**src/rtl/keypad_pkg.sv**
```systemverilog
// keypad_pkg: shared FSM encoding, digit width and clog2 helper for the keypad entry block.
package keypad_pkg;
   typedef enum logic [1:0] {IDLE = 2'd0, ARM = 2'd1, PRESSED = 2'd2, RELEASE = 2'd3} state_t;
   localparam int DIGIT_W = 4;
   function automatic int clog2(input int v);
      for (int r = 0; r < 31; r++) if ((1 << r) >= v) return r;
      return 31;
   endfunction
endpackage

```
**src/rtl/keypad_entry_if.sv**
```systemverilog
// keypad_entry_if: encoder inputs, clear and entry outputs of the keypad entry block.
interface keypad_entry_if
   import keypad_pkg::*;
#(
   parameter int NUM_DIGITS = 4
);
   logic                            valid;
   logic [DIGIT_W-1:0]              number;
   logic                            clear;
   logic                            key_strobe;
   logic [DIGIT_W-1:0]              key_code;
   logic [DIGIT_W*NUM_DIGITS-1:0]   digits;
   logic [3:0]                      digit_count;
   logic                            overflow;
   modport master(output valid, number, clear, input key_strobe, key_code, digits, digit_count, overflow);
   modport slave(input valid, number, clear, output key_strobe, key_code, digits, digit_count, overflow);
endinterface

```
**src/rtl/keypad_debounce.sv**
```systemverilog
// keypad_debounce: press/release debounce FSM producing one strobe per press.
// Auto-repeat while held is built only when KEYPAD_REPEAT_EN is defined.
module keypad_debounce
   import keypad_pkg::*;
#(
   parameter int DEBOUNCE_CYCLES = 4,
   parameter int REPEAT_CYCLES = 16
) (
   input  logic               clock,
   input  logic               reset_n,
   input  logic               i_valid,
   input  logic [DIGIT_W-1:0] i_number,
   output logic               o_strobe,
   output logic [DIGIT_W-1:0] o_code
);
   localparam int MX = (DEBOUNCE_CYCLES > REPEAT_CYCLES) ? DEBOUNCE_CYCLES : REPEAT_CYCLES;
   localparam int CW = (MX > 1) ? clog2(MX) : 1;
   localparam logic [CW-1:0] D_LAST = CW'(DEBOUNCE_CYCLES - 1);
   state_t             r_state;
   logic [CW-1:0]      r_cnt;
   logic [DIGIT_W-1:0] r_cand;
   logic               r_strobe;
   logic [DIGIT_W-1:0] r_code;
`ifdef KEYPAD_REPEAT_EN
   localparam logic [CW-1:0] R_LAST = CW'(REPEAT_CYCLES - 1);
   logic [CW-1:0]      r_rpt;
`endif
   always_ff @(posedge clock or negedge reset_n) begin
      if (!reset_n) begin
         r_state  <= IDLE;
         r_cnt    <= '0;
         r_cand   <= '0;
         r_strobe <= 1'b0;
         r_code   <= '0;
`ifdef KEYPAD_REPEAT_EN
         r_rpt    <= '0;
`endif
      end else begin
         r_strobe <= 1'b0;
         case (r_state)
            IDLE: if (i_valid) begin
               r_state <= ARM;
               r_cand  <= i_number;
               r_cnt   <= '0;
            end
            ARM: if (!i_valid) r_state <= IDLE;
            else if (i_number != r_cand) begin
               r_cand <= i_number;
               r_cnt  <= '0;
            end else if (r_cnt == D_LAST) begin
               r_state  <= PRESSED;
               r_strobe <= 1'b1;
               r_code   <= r_cand;
`ifdef KEYPAD_REPEAT_EN
               r_rpt    <= '0;
`endif
            end else r_cnt <= r_cnt + 1'b1;
            PRESSED: if (!i_valid) begin
               r_state <= RELEASE;
               r_cnt   <= '0;
            end
`ifdef KEYPAD_REPEAT_EN
            else if (r_rpt == R_LAST) begin
               r_strobe <= 1'b1;
               r_rpt    <= '0;
            end else r_rpt <= r_rpt + 1'b1;
`endif
            // Any return of valid during release is a bounce of the same key.
            RELEASE: if (i_valid) begin
               r_state <= PRESSED;
`ifdef KEYPAD_REPEAT_EN
               r_rpt   <= '0;
`endif
            end else if (r_cnt == D_LAST) r_state <= IDLE;
            else r_cnt <= r_cnt + 1'b1;
            default: r_state <= IDLE;
         endcase
      end
   end
   assign o_strobe = r_strobe;
   assign o_code   = r_code;
endmodule

```
**src/rtl/keypad_entry.sv**
```systemverilog
// keypad_entry: debounced keypad digit entry with BCD shift register, digit count and sticky overflow.
// Auto-repeat of a held key is enabled by defining KEYPAD_REPEAT_EN.
module keypad_entry
   import keypad_pkg::*;
#(
   parameter int DEBOUNCE_CYCLES = 4,
   parameter int NUM_DIGITS = 4,
   parameter int REPEAT_CYCLES = 16
) (
   input logic           clock,
   input logic           reset_n,
   keypad_entry_if.slave bus
);
   localparam int W = DIGIT_W * NUM_DIGITS;
   localparam logic [3:0] FULL = 4'(NUM_DIGITS);
   logic               w_strobe;
   logic [DIGIT_W-1:0] w_code;
   logic [W-1:0]       r_digits, w_base_digits;
   logic [3:0]         r_count, w_base_count;
   logic               r_overflow, w_base_overflow;
   keypad_debounce #(
      .DEBOUNCE_CYCLES(DEBOUNCE_CYCLES),
      .REPEAT_CYCLES(REPEAT_CYCLES)
   ) u_debounce (
      .clock,
      .reset_n,
      .i_valid(bus.valid),
      .i_number(bus.number),
      .o_strobe(w_strobe),
      .o_code(w_code)
   );
   // Clear applies first so a same-cycle strobe loads into an emptied register.
   always_comb begin
      w_base_digits   = bus.clear ? '0 : r_digits;
      w_base_count    = bus.clear ? '0 : r_count;
      w_base_overflow = bus.clear ? 1'b0 : r_overflow;
   end
   always_ff @(posedge clock or negedge reset_n) begin
      if (!reset_n) begin
         r_digits   <= '0;
         r_count    <= '0;
         r_overflow <= 1'b0;
      end else if (w_strobe) begin
         r_digits   <= W'({w_base_digits, w_code});
         r_count    <= (w_base_count == FULL) ? FULL : w_base_count + 4'd1;
         r_overflow <= w_base_overflow | (w_base_count == FULL);
      end else begin
         r_digits   <= w_base_digits;
         r_count    <= w_base_count;
         r_overflow <= w_base_overflow;
      end
   end
   assign bus.key_strobe  = w_strobe;
   assign bus.key_code    = w_code;
   assign bus.digits      = r_digits;
   assign bus.digit_count = r_count;
   assign bus.overflow    = r_overflow;
endmodule

```
**src/flat_wrapper.sv**
```systemverilog
// flat-port wrapper written by rule: the top's interface ports become plain ports
module keypad_entry_flat import keypad_pkg::*;
#(
   parameter int DEBOUNCE_CYCLES = 4,
   parameter int NUM_DIGITS = 4,
   parameter int REPEAT_CYCLES = 16
)
  (clock, reset_n, bus_valid, bus_number, bus_clear, bus_key_strobe, bus_key_code, bus_digits, bus_digit_count, bus_overflow);
  keypad_entry_if #(.NUM_DIGITS(NUM_DIGITS)) bus_i ();
  input logic clock;
  input logic reset_n;
  input wire logic [$bits(bus_i.valid)-1:0] bus_valid;
  input wire logic [$bits(bus_i.number)-1:0] bus_number;
  input wire logic [$bits(bus_i.clear)-1:0] bus_clear;
  output wire logic [$bits(bus_i.key_strobe)-1:0] bus_key_strobe;
  output wire logic [$bits(bus_i.key_code)-1:0] bus_key_code;
  output wire logic [$bits(bus_i.digits)-1:0] bus_digits;
  output wire logic [$bits(bus_i.digit_count)-1:0] bus_digit_count;
  output wire logic [$bits(bus_i.overflow)-1:0] bus_overflow;
  assign bus_i.valid = bus_valid;
  assign bus_i.number = bus_number;
  assign bus_i.clear = bus_clear;
  assign bus_key_strobe = bus_i.key_strobe;
  assign bus_key_code = bus_i.key_code;
  assign bus_digits = bus_i.digits;
  assign bus_digit_count = bus_i.digit_count;
  assign bus_overflow = bus_i.overflow;
  keypad_entry #(.DEBOUNCE_CYCLES(DEBOUNCE_CYCLES), .NUM_DIGITS(NUM_DIGITS), .REPEAT_CYCLES(REPEAT_CYCLES)) u_core (.clock(clock), .reset_n(reset_n), .bus(bus_i));
endmodule
```
**config.mk**
```make
export PLATFORM = sky130hd
export DESIGN_NAME = keypad_entry_flat
export DESIGN_NICKNAME = d
export VERILOG_FILES = /design/src/rtl/keypad_pkg.sv /design/src/rtl/keypad_entry_if.sv /design/src/rtl/keypad_debounce.sv /design/src/rtl/keypad_entry.sv /design/src/flat_wrapper.sv
export SDC_FILE = /design/constraint.sdc
export NUM_CORES = 1
export LEC_CHECK = 0
export ABC_AREA = 1
export BUFFER_PORTS_ARGS = -buffer_cell sky130_fd_sc_hd__buf_2
export CAP_MARGIN = 25
export CORE_MARGIN = 2
export CORE_UTILIZATION = 51
export CTS_BUF_LIST = sky130_fd_sc_hd__clkbuf_2
export DETAILED_ROUTE_END_ITERATION = 12
export MAX_ROUTING_LAYER = met4
export PLACE_DENSITY = 0.73
export RECOVER_POWER = 25
export SYNTH_ARGS = -nofsm -noshare
export SYNTH_HDL_FRONTEND = slang
export SYNTH_HIERARCHICAL = 1
export SYNTH_SLANG_ARGS = --single-unit
```
**constraint.sdc**
```tcl
create_clock -name clock -period 1.2 [get_ports clock]
set_clock_uncertainty 0.05 [all_clocks]
set_input_delay 0.24 -clock clock [delete_from_list [all_inputs] [get_ports clock]]
set_output_delay 0.24 -clock clock [all_outputs]
set_load 0.02 [all_outputs]
```
==> out/metrics.cfg <==
[synth]
synth_cell_types=27
synth_top_family_by_area=simple AND/OR/NAND/NOR gates
synth_xor_area_share_pct=1.94
syn_nets=224
synth_seq_area_share_pct=50.0
synthesis.area_um2=1800
synthTopCellsByArea=dfrtp_1 (50%), nand2_1 (15%), nand3_1 (8.1%), inv_1 (4.8%), o21ai_1 (2.8%)
ys_seq_elements=36
syn_avg_cell_area_um2=8.38
synth_warnings=6
syn_inst=215
synth_fa_ha_area_share_pct=0.694
synth-compound-area-share_pct=3.33
synth_simple_gate_area_share_pct=35.3
netlist.area_leader.share_pct=50.0
synthMuxAreaShare_pct=0
yosys.area.top_type=dfrtp_1

[clocking]
cts_buffers=5
tritoncts=built
htree_num_levels=2
worstSkewPairLatency_ns=0.39
cts_root_buf=clkbuf_2
clock-sinks=36
path_clk_slew_ns=0.19
cts.path.max_buffers=2

[routing]
via_per_inst=4.89
dr.pass1.iters=4
drc=0
wire_per_inst_um=12.5
final_antenna_net_count=0
drt-initial-drc-count=82
via_count=1658
wl_um=4250

[cells_and_area]
syn_to_final_growth_pct=47.2
mostFrequentLayoutCells=nand2_1 (58), buf_4 (38), dfrtp_1 (35), nand3_1 (29), buf_6 (28)
drive_gt1_share_pct=43.0
n_antenna_cell=0
mostFrequentLayoutCell=nand2_1
nNetsFinal=301

[pwr]
seqPwrFrac_pct=41.0
powerDensity_nw_per_um2=1370
p_leak_nw=1.47
combinationalPowerShare_pct=43.0
internal-power_w=0.00218
p_sw_share_pct=39.7
clkPwrFrac_pct=16.0
p_sw_w=0.00144
ir_drop_v=0.00107

[grt]
grt_pass1_wl_um=6920
grt_use_total_pct=22.8
first_global_vias=1559
grt_max_degree=25
grt_overflow_total=0
antenna_found_initial=0

[sta]
fin_setup_tns_ns=-2.66
setup_viol=42
post-route-period-util_pct=111
rsz0062_at_grt=yes
tightest_slew_ns=0.738
hold-worst-slack_ns=0.0323
maxSlewHeadroom_pct=50.8
layout_min_cycle_time_ns=1.33
slew_viol_final=0
timing.fmax_mhz=751
hold_violations=0
layout_setup_ws_ns=-0.131

[worst_setup_path]
worstSetupEndpointType=register
path_cells=inv_1 -> nand2_1 -> nand2_2 -> nor2_4 -> nand3_4 -> nand3_4 -> nand2_1 -> inv_1
arrival_ns=1.62
crit_path_start_kind=register
cp_top_family=simple AND/OR/NAND/NOR gates
max_stage_delay_ns=0.43
cpMaxStageDelayCell=dfrtp_1
crit_path_max_fanout=8
crit_type=reg -> reg
path_buf_inv=2
crit_required_ns=1.49

[die]
die_h_um=63.4
die_w_um=63.4
io_pins=34
dieArea_um2=4020
rows=21
core_um2=3360
initial_core_util_pct=53.6

[place]
dp_hpwl_um=2520
numPortBuffers=33
gp_congestion=0.855

[status]
violations=negative setup slack
status=finished with violations

[run]
cap_viol_max_count=0

[hold_path]
hold_class=in -> reg

## metal layers
| layer | GRT usage (%) | wire, um | part of all wire, % |
|---|---|---|---|
| met5 | - | 0 | 0 |
| met4 | 9.24 | 21 | 0.49 |
| met3 | 4.46 | 151 | 3.5 |
| met2 | 38.4 | 2240 | 53 |
| met1 | 26.7 | 1850 | 43 |
## timing repair
item	CTS	global route
endpoints found under the setup margin	39	43
hold buffers	1	0
hold endpoints to repair	36	0
gates resized for setup	67	16
gates cloned	0	0
setup buffers	20	5
pin swaps	4	5
## worst min-delay path: cells and delay by family
family                 cells  cell delay (ns)
and+or+nand+nor            2             0.12
buffers and inverters      1             0.11
## path summary, 6_finish.rpt
| check | from | endpoint | slack [ns] | cells after the start |
|---|---|---|---|---|
| max in group asynchronous | reset_n | u_core/u_debounce/r_cnt[2] | 0.09 | 3 |
| hold / removal | bus_number[1] | u_core/u_debounce/r_cand[1] | 0.03 | 3 |
| min in group asynchronous | reset_n | u_core/bus.digits[9] | 0.33 | 2 |
| setup / recovery | u_core/u_debounce/r_cand[3] | u_core/u_debounce/r_cnt[2] | -0.13 | 8 |
| hold reg to reg | u_core/bus.overflow | u_core/bus.overflow | 0.48 | 2 |
| setup reg to reg | u_core/u_debounce/r_cand[3] | u_core/u_debounce/r_cnt[2] | -0.13 | 8 |
## cells in the mapped netlist
| master | number |
|---|---|
| ha_1 | 1 |
| nand3_2 | 1 |
| nor2b_1 | 1 |
| buf_6 | 2 |
| nor2_2 | 2 |
| inv_1 | 23 |
| a21oi_1 | 1 |
| nand2_1 | 70 |
| nand3_4 | 1 |
| buf_4 | 2 |
| nor2_1 | 5 |
| nand4_2 | 1 |
| dfrtp_1 | 36 |
| nand4_1 | 5 |
| nor3_2 | 2 |
| inv_2 | 2 |
| nand2_4 | 2 |
| nand3_1 | 29 |
| inv_4 | 2 |
| buf_2 | 2 |
| xor2_1 | 3 |
| o21ai_0 | 1 |
| nor2_4 | 4 |
| clkinv_1 | 1 |
| nand2_2 | 5 |
| o21ai_1 | 10 |
| xnor2_1 | 1 |
## state kept, by name, summed over array words and instances, names as in the netlist, named ones only
signal,cells
u_core/bus.overflow,1
u_core/bus.digit_count,4
u_core/u_debounce/r_cnt,4
u_core/u_debounce/o_strobe,1
u_core/bus.digits,16
u_core/u_debounce/r_cand,4
u_core/u_debounce/o_code,4
u_core/u_debounce/r_state,1
## cell type report
class	count	area (um2)
sequential	36	902
multi-input combinational	145	847
fill	232	712
timing repair buffer	76	684
inverter	28	116
tap	46	57.6
clock buffer	5	25.0
clock inverter	3	18.8
## through the flow
stage	area (um2)	setup slack [ns]	power [W]	utilization, %	instances
3_3_place_gp	2150	-0.0193	0.00257	64.0	305
4_1_cts	2590	-0.161	0.00344	76.9	334
6_report	2650	-0.131	0.00362	78.8	339
3_5_place_dp	2150	-0.0395	0.00259	64.0	305
5_1_grt	2650	-0.217	0.00386	78.8	339
2_1_floorplan	1810	0.00713	0.00221	-	215
## power groups by stage
| stage | Sequential, W | Combinational (W) | Clock, W |
|---|---|---|---|
| CTS | 0.00147 | 0.00137 | 0.000602 |
| global placement | 0.00149 | 0.00108 | 0 |
| floorplan | 0.00152 | 0.000686 | 0 |
| detailed placement | 0.00149 | 0.00109 | 0 |
| global route | 0.00151 | 0.00169 | 0.000666 |
| finish | 0.00148 | 0.00156 | 0.000580 |
## cells by family (layout without fill, tap and decap cells)
group / count (synthesis) / in the layout
adder cells (fa/ha/maj): 1 / 1
AO/OA/AOI/OAI: 12 / 12
AND/OR/NAND/NOR: 128 / 128
XOR/XNOR: 4 / 4
buffers and inverters: 34 / 112
flip-flops: 36 / 36
Power figures use the tool's default switching activity.
